--- src/rtl/rmii_mdio_pkg.sv ---
// Shared types and frame constants for the Clause 22 MDIO master.
package rmii_mdio_pkg;

    typedef enum logic [2:0] {
        IDLE,
        PRE,
        HDR,
        TA,
        DATA,
        END
    } mdio_state_e;

    localparam logic [1:0]  MDIO_ST    = 2'b01;
    localparam logic [1:0]  MDIO_OP_WR = 2'b01;
    localparam logic [1:0]  MDIO_OP_RD = 2'b10;
    localparam int unsigned HDR_LEN    = 14;
    localparam int unsigned TA_LEN     = 2;
    localparam int unsigned DATA_LEN   = 16;

endpackage

--- src/rtl/rmii_mdio_clkgen.sv ---
// Free-running MDC divider; tick strobes are registered and coincide with the new MDC level.
module rmii_mdio_clkgen #(
    parameter int unsigned MDC_HALF_DIV = 10
) (
    input  logic clk_i,
    input  logic rst_ni,
    output logic mdc_o,
    output logic rise_tick_o,
    output logic fall_tick_o
);

    logic [7:0] cnt_q;
    logic       mdc_q;
    logic       rise_q;
    logic       fall_q;
    logic       wrap;

    assign wrap = (cnt_q == 8'(MDC_HALF_DIV - 1));

    always_ff @(posedge clk_i or negedge rst_ni) begin
        if (!rst_ni) begin
            cnt_q  <= '0;
            mdc_q  <= 1'b0;
            rise_q <= 1'b0;
            fall_q <= 1'b0;
        end else if (wrap) begin
            cnt_q  <= '0;
            mdc_q  <= ~mdc_q;
            rise_q <= ~mdc_q;
            fall_q <= mdc_q;
        end else begin
            cnt_q  <= cnt_q + 8'd1;
            rise_q <= 1'b0;
            fall_q <= 1'b0;
        end
    end

    assign mdc_o       = mdc_q;
    assign rise_tick_o = rise_q;
    assign fall_tick_o = fall_q;

endmodule

--- src/rtl/rmii_mdio_master.sv ---
// Clause 22 MDIO master: serialises read/write frames on the split MDIO pad.
// Optional MDIO_PREAMBLE_SKIP_EN adds skip_pre to drop the preamble.
module rmii_mdio_master
    import rmii_mdio_pkg::*;
#(
    parameter int unsigned MDC_HALF_DIV = 10,
    parameter int unsigned PRE_LEN      = 32
) (
    input  logic        RMII_REF_CLK,
    input  logic        RMII_RST_N,
    input  logic        start,
    input  logic        op_read,
    input  logic [4:0]  phy_addr,
    input  logic [4:0]  reg_addr,
    input  logic [15:0] wdata,
`ifdef MDIO_PREAMBLE_SKIP_EN
    input  logic        skip_pre,
`endif
    output logic        busy,
    output logic        done,
    output logic [15:0] rdata,
    output logic        rd_err,
    output logic        MDC,
    output logic        mdio_o,
    output logic        mdio_oe,
    input  logic        mdio_i
);

    logic rise_tick;
    logic fall_tick;
    logic skip_w;

`ifdef MDIO_PREAMBLE_SKIP_EN
    assign skip_w = skip_pre;
`else
    assign skip_w = 1'b0;
`endif

    rmii_mdio_clkgen #(
        .MDC_HALF_DIV(MDC_HALF_DIV)
    ) u_clkgen (
        .clk_i      (RMII_REF_CLK),
        .rst_ni     (RMII_RST_N),
        .mdc_o      (MDC),
        .rise_tick_o(rise_tick),
        .fall_tick_o(fall_tick)
    );

    logic        mdio_meta_q;
    logic        mdio_sync_q;

    always_ff @(posedge RMII_REF_CLK or negedge RMII_RST_N) begin
        if (!RMII_RST_N) begin
            mdio_meta_q <= 1'b1;
            mdio_sync_q <= 1'b1;
        end else begin
            mdio_meta_q <= mdio_i;
            mdio_sync_q <= mdio_meta_q;
        end
    end

    mdio_state_e state_q;
    logic [7:0]  cnt_q;
    logic [31:0] tx_q;
    logic        op_rd_q;
    logic        busy_q;
    logic        done_q;
    logic [15:0] rdata_q;
    logic        rd_err_q;
    logic        mdio_o_q;
    logic        mdio_oe_q;

    // cnt_q counts bits already placed on the line within the current state.
    always_ff @(posedge RMII_REF_CLK or negedge RMII_RST_N) begin
        if (!RMII_RST_N) begin
            state_q   <= IDLE;
            cnt_q     <= '0;
            tx_q      <= '0;
            op_rd_q   <= 1'b0;
            busy_q    <= 1'b0;
            done_q    <= 1'b0;
            rdata_q   <= '0;
            rd_err_q  <= 1'b0;
            mdio_o_q  <= 1'b1;
            mdio_oe_q <= 1'b0;
        end else begin
            done_q <= 1'b0;
            case (state_q)
                IDLE: begin
                    if (start) begin
                        op_rd_q  <= op_read;
                        tx_q     <= {MDIO_ST, (op_read ? MDIO_OP_RD : MDIO_OP_WR),
                                     phy_addr, reg_addr, 2'b10, wdata};
                        cnt_q    <= '0;
                        rd_err_q <= 1'b0;
                        busy_q   <= 1'b1;
                        state_q  <= skip_w ? HDR : PRE;
                    end
                end
                PRE: begin
                    if (fall_tick) begin
                        mdio_oe_q <= 1'b1;
                        mdio_o_q  <= 1'b1;
                        if (cnt_q == 8'(PRE_LEN - 1)) begin
                            cnt_q   <= '0;
                            state_q <= HDR;
                        end else begin
                            cnt_q <= cnt_q + 8'd1;
                        end
                    end
                end
                HDR: begin
                    if (fall_tick) begin
                        mdio_oe_q <= 1'b1;
                        mdio_o_q  <= tx_q[31];
                        tx_q      <= {tx_q[30:0], 1'b0};
                        if (cnt_q == 8'(HDR_LEN - 1)) begin
                            cnt_q   <= '0;
                            state_q <= TA;
                        end else begin
                            cnt_q <= cnt_q + 8'd1;
                        end
                    end
                end
                TA: begin
                    if (fall_tick) begin
                        mdio_oe_q <= ~op_rd_q;
                        mdio_o_q  <= op_rd_q | tx_q[31];
                        tx_q      <= {tx_q[30:0], 1'b0};
                        if (cnt_q == 8'(TA_LEN - 1)) begin
                            cnt_q   <= '0;
                            state_q <= DATA;
                        end else begin
                            cnt_q <= cnt_q + 8'd1;
                        end
                    end
                end
                DATA: begin
                    // The rise seen with cnt_q==0 still belongs to the second TA bit.
                    if (rise_tick && op_rd_q) begin
                        if (cnt_q == 8'd0) begin
                            rd_err_q <= mdio_sync_q;
                        end else begin
                            rdata_q <= {rdata_q[14:0], mdio_sync_q};
                        end
                    end
                    if (fall_tick) begin
                        mdio_oe_q <= ~op_rd_q;
                        mdio_o_q  <= op_rd_q | tx_q[31];
                        tx_q      <= {tx_q[30:0], 1'b0};
                        if (cnt_q == 8'(DATA_LEN - 1)) begin
                            cnt_q   <= '0;
                            state_q <= END;
                        end else begin
                            cnt_q <= cnt_q + 8'd1;
                        end
                    end
                end
                END: begin
                    if (rise_tick && op_rd_q) begin
                        rdata_q <= {rdata_q[14:0], mdio_sync_q};
                    end
                    if (fall_tick) begin
                        mdio_oe_q <= 1'b0;
                        mdio_o_q  <= 1'b1;
                        done_q    <= 1'b1;
                        busy_q    <= 1'b0;
                        state_q   <= IDLE;
                    end
                end
                default: state_q <= IDLE;
            endcase
        end
    end

    assign busy    = busy_q;
    assign done    = done_q;
    assign rdata   = rdata_q;
    assign rd_err  = rd_err_q;
    assign mdio_o  = mdio_o_q;
    assign mdio_oe = mdio_oe_q;

endmodule

--- config.mk ---
export PLATFORM = sky130hd
export DESIGN_NAME = rmii_mdio_master
export DESIGN_NICKNAME = d
export VERILOG_FILES = /design/src/rtl/rmii_mdio_pkg.sv /design/src/rtl/rmii_mdio_clkgen.sv /design/src/rtl/rmii_mdio_master.sv
export SDC_FILE = /design/constraint.sdc
export NUM_CORES = 1
export LEC_CHECK = 0
export BUFFER_PORTS_ARGS = -buffer_cell sky130_fd_sc_hd__buf_4
export CAP_MARGIN = 25
export CELL_PAD_IN_SITES_DETAIL_PLACEMENT = 1
export CELL_PAD_IN_SITES_GLOBAL_PLACEMENT = 1
export CORE_MARGIN = 2
export CORE_UTILIZATION = 40
export CTS_CLUSTER_SIZE = 40
export DETAILED_ROUTE_END_ITERATION = 10
export PLACE_DENSITY_LB_ADDON = 0.1
export SLEW_MARGIN = 25
export SYNTH_ARGS = -nofsm -noshare
export SYNTH_HDL_FRONTEND = slang
export SYNTH_SLANG_ARGS = --single-unit
--- constraint.sdc ---
create_clock -name RMII_REF_CLK -period 2.58 [get_ports RMII_REF_CLK]
set_clock_uncertainty 0.1 [all_clocks]
set_input_delay 0.258 -clock RMII_REF_CLK [delete_from_list [all_inputs] [get_ports RMII_REF_CLK]]
set_output_delay 0.258 -clock RMII_REF_CLK [all_outputs]
set_load 0.02 [all_outputs]
==> results.txt <==
The flow ran to the end, and the final reports show no timing, DRC or antenna violations. Once placement completed, the tool counted placed cells totaling 482. For this run, asynchronously set or reset flops after synthesis account for 100%. The library cells used most frequently in the layout, excluding fill and tap cells, are dfrtp_1, buf_4, nand2_1. Setup repair after global routing left no endpoint under its margin.

The layout overhead on the synthesized area is 20.6%. The completed layout was analyzed and its total power is 3.66 mW. The tightest min-delay check is of the primary input to register type. Once layout is complete, the cells apart from fillers number 500.

The detailed router finished its first iteration with 89 violations. For the number of gates resized after cts, the log shows 0. Leaving out fill and tap cells, the most frequent cell in the layout is dfrtp_1. The count of H-tree levels built during CTS is 3. The utilization of the core after routing is 50.1%. Hold is met by 78.0 ps. The number of buffers inserted by port buffering was 52; the cell area power density was 833 nW/um2. At the worst endpoint, the arrival time is 2520 ps. The share of the cycle needed by the critical path after routing is 92.7%, and the synthesized netlist net count is 369.

The global-route wire length before repair came out at 13800 um. The startpoint identified for the worst register-to-register timing path is cnt_q[4]. The logs give 2.09 nW for the leakage power of the design and 5400 um for the placed wire-length estimate after detailed placement.

The highest signal layer in the routed design was met4. For this run, the total global-route usage over all layers was measured as 17.3%. No sink is reached through more buffers than the 2 on the longest clock path. The logs give 0 for the remaining global-route overflow and 34 for the row count. Wire segments on met3 add up to 291 um in the final route.

For the DRC violation count after routing, the log shows 0. Worst setup path category: register to register. In the final routed layout, each cell accounts on average for 15.7 um. Registers are responsible for 47.5% of the overall power. At the end of routability-driven placement, the weighted congestion stood at 0.861.

The cell area that synthesis handed to floorplanning was 3640 um2. The die is 99.4 um tall. After detailed routing, the total wire length is 7830 um.

The run gives 0.418 GHz as the fmax. The x dimension of the die was 99.4 um. During synthesis, Yosys emitted a total of 0 warnings. The count of flip-flops with a built-in enable after synthesis was 0. Beginning of the critical path: cnt_q[4]. Number of max-slew violations in the final report: 0. The clock net in this run drives a total of 78 sinks. Summed over all nets, the switching power comes to 1.23 mW. Of the total synthesized cell area, the portion taken by AND, OR, NAND and NOR gates is 14.8%. By area, the combinational part of the netlist is dominated by simple AND/OR/NAND/NOR gates. Summing the areas of all compound-gate instances in the mapped netlist gives 12.0% of the synthesized area. Clock tree synthesis inserted a total of 9 buffers. The actual transition at the worst max-transition pin is 875 ps. Detailed routing placed a total of 3820 um of wire on met2. The via-per-instance ratio works out to 5.30.

The flip-flop and latch count after synthesis is 78. For the detailed-routing iteration count for the pre-antenna-repair pass, the log shows 4. The tools report the kind of end point of the critical path as a register.

The number of cells on the worst reg-to-reg path is 5. The detailed router put a total of 3620 um of wire on met1. In this run, distinct cell masters in the synthesized netlist total 49. Of all nets on the critical path, the largest fanout is 10. The number of ports placed on the die boundary came out at 53. The via count of the routed design was 2649; the remaining antenna violation count after routing was 0. For the total negative setup slack, the log shows 0 ps.

The worst setup path is launched from a register. In the final layout, the share of cells above drive strength 1 is 27.3%. The final critical-path required period came out at 2390 ps. The capturing element of the worst setup path was cnt_q[3]. The most used flip-flop cell after synthesis is dfrtp_1. The tool flagged a number of max-cap violations equal to 0. The synthesized netlist devotes 1.72% of its cell area to adder and majority cells. Entering global routing, the biggest net connects 79 pins. The sequential area share after synthesis is 53.7%.

The placeable core region was 8760 um2. Of the total power, the share spent switching nets is 33.5%. The filler cell count was 964. After the last flow step, the layout net total stands at 423.

In this run the register-to-register setup slack is 190 ps. The clock transition at the registers of the reported paths is 80 ps. The internal portion of the total power is 2.44 mW. Once the floorplan was initialized, standard cells occupied 41.6% of the core.

The die covers 9890 um2. The synthesized-area fraction occupied by xor and xnor cells works out to 1.68%. TritonCTS built the clock tree. The endpoint identified for the worst register-to-register timing path is cnt_q[3]. The data required time at the worst endpoint came out at 2710 ps.

Clock tree synthesis selected as its root buffer the cell clkbuf_8. The initial antenna violation count was 0. Across the VDD grid, the largest voltage drop is 0.000396 V. The mux share of post-synthesis cell area works out to 13.6%. The number of endpoints with negative hold slack in the final report was 0.

The combinational cell fraction of total power was 26.7%; the mean cell area of the mapped netlist was 10.9 um2. For the number of setup violations in the final report, the log shows 0. At the later pin of the worst-skew pair, clock insertion delay measures 340 ps. The tools report the number of antenna cells inserted as 0. The number of global-route vias before repair was 2886.

Headroom to the max-slew limit came out at 41.7%. For the number of instances in the synthesized netlist, the log shows 333. Of the total power, the clock network draws 25.8%.
==> synth_stat cells, types with 2 or more instances <==
cell      number  area (um2)
a21oi_1        7        35.0
nand2b_1       2        12.5
mux2i_1       29         290
dfrtp_1       75        1880
clkbuf_1      10        37.5
nor2b_1        5        31.3
o21ai_0       39         195
xor2_1         3        26.3
mux2_2        17         191
o21ai_1        2        10.0
nor2_1        18        67.6
buf_2          6        30.0
nor4b_1        2        17.5
o22ai_1        3        18.8
and2_1         6        37.5
dfstp_2        3        78.8
or2_2          2        12.5
and3_1         3        18.8
nor4_4         2        42.5
a21o_1         2        15.0
ha_1           5        62.6
nand3_1        9        45.0
nand2_1       45         169
a22o_1         3        26.3
inv_1          7        26.3
a311oi_1       2        17.5
xnor2_1        4        35.0
==> layer usage <==
layer	vias up	track usage [%]
li1	1277	-
met3	8	4.15
met2	33	28.6
met5	-	0
met1	1331	22.7
met4	0	5.27
==> power by group through the flow <==
| stage | combinational [mW] | sequential [mW] | clock [mW] |
|---|---|---|---|
| detailed placement | 0.988 | 1.76 | 0 |
| global route | 1.12 | 1.79 | 1.03 |
| CTS | 0.994 | 1.74 | 0.983 |
| finish | 0.978 | 1.74 | 0.943 |
| global placement | 0.946 | 1.76 | 0 |
| floorplan | 0.735 | 1.69 | 0 |
==> worst min path at each step <==
stage / cells past startpoint / endpoint / startpoint / slack (ps)
after floorplan: 0 / busy / RMII_RST_N / -140
after global placement: 0 / mdio_sync_q / mdio_meta_q / 260
after detailed placement: 0 / mdio_sync_q / mdio_meta_q / 260
after CTS: 1 / tx_q[25] / RMII_RST_N / 20
after global routing: 2 / op_rd_q / op_read / 80
final: 3 / tx_q[0] / wdata[0] / 80
==> worst max-delay path, cell delays in order (launching register included) <==
cell and delay (ps):
dfrtp_1 460, nor4_4 370, a311oi_1 240, nor4_4 670, o21ai_0 230, a22o_1 220
==> logic make-up after synthesis <==
logic type	count (synthesis)
fa+ha+maj	5
mux	47
flops	78
xor+xnor	7
compound gates	70
buf+inv	23
simple gates	103
==> flip-flops by register name, indices dropped and copies added (netlist names) <==
name                  cells
mdio_meta_q               1
rd_err                    1
tx_q                     32
rdata                    16
done                      1
state_q                   3
cnt_q                     8
u_clkgen.rise_tick_o      1
mdio_sync_q               1
u_clkgen.fall_tick_o      1
mdio_o                    1
u_clkgen.cnt_q            8
u_clkgen.mdc_o            1
mdio_oe                   1
op_rd_q                   1
busy                      1
==> layout make-up <==
type	instances	area [um2]	area share (%)
Tap cell	108	135	3.08
Clock inverter	5	65.1	1.48
Inverter	7	26.3	0.598
Sequential cell	78	1960	44.5
Clock buffer	11	141	3.22
Timing Repair Buffer	59	464	10.6
Multi-Input combinational cell	232	1610	36.6
==> metrics by stage <==
stage	setup slack [ps]	area (um2)
2_1_floorplan	504	3640
3_3_place_gp	337	4160
3_5_place_dp	178	4160
4_1_cts	188	4380
5_1_grt	14.5	4390
6_report	187	4390
==> what timing repair did <==
item                      4_1_cts  5_1_grt
hold buffers                    1        1
setup buffers                   0        0
hold endpoints to repair        1       75
Note: power is estimated with default switching activity, not from simulation.
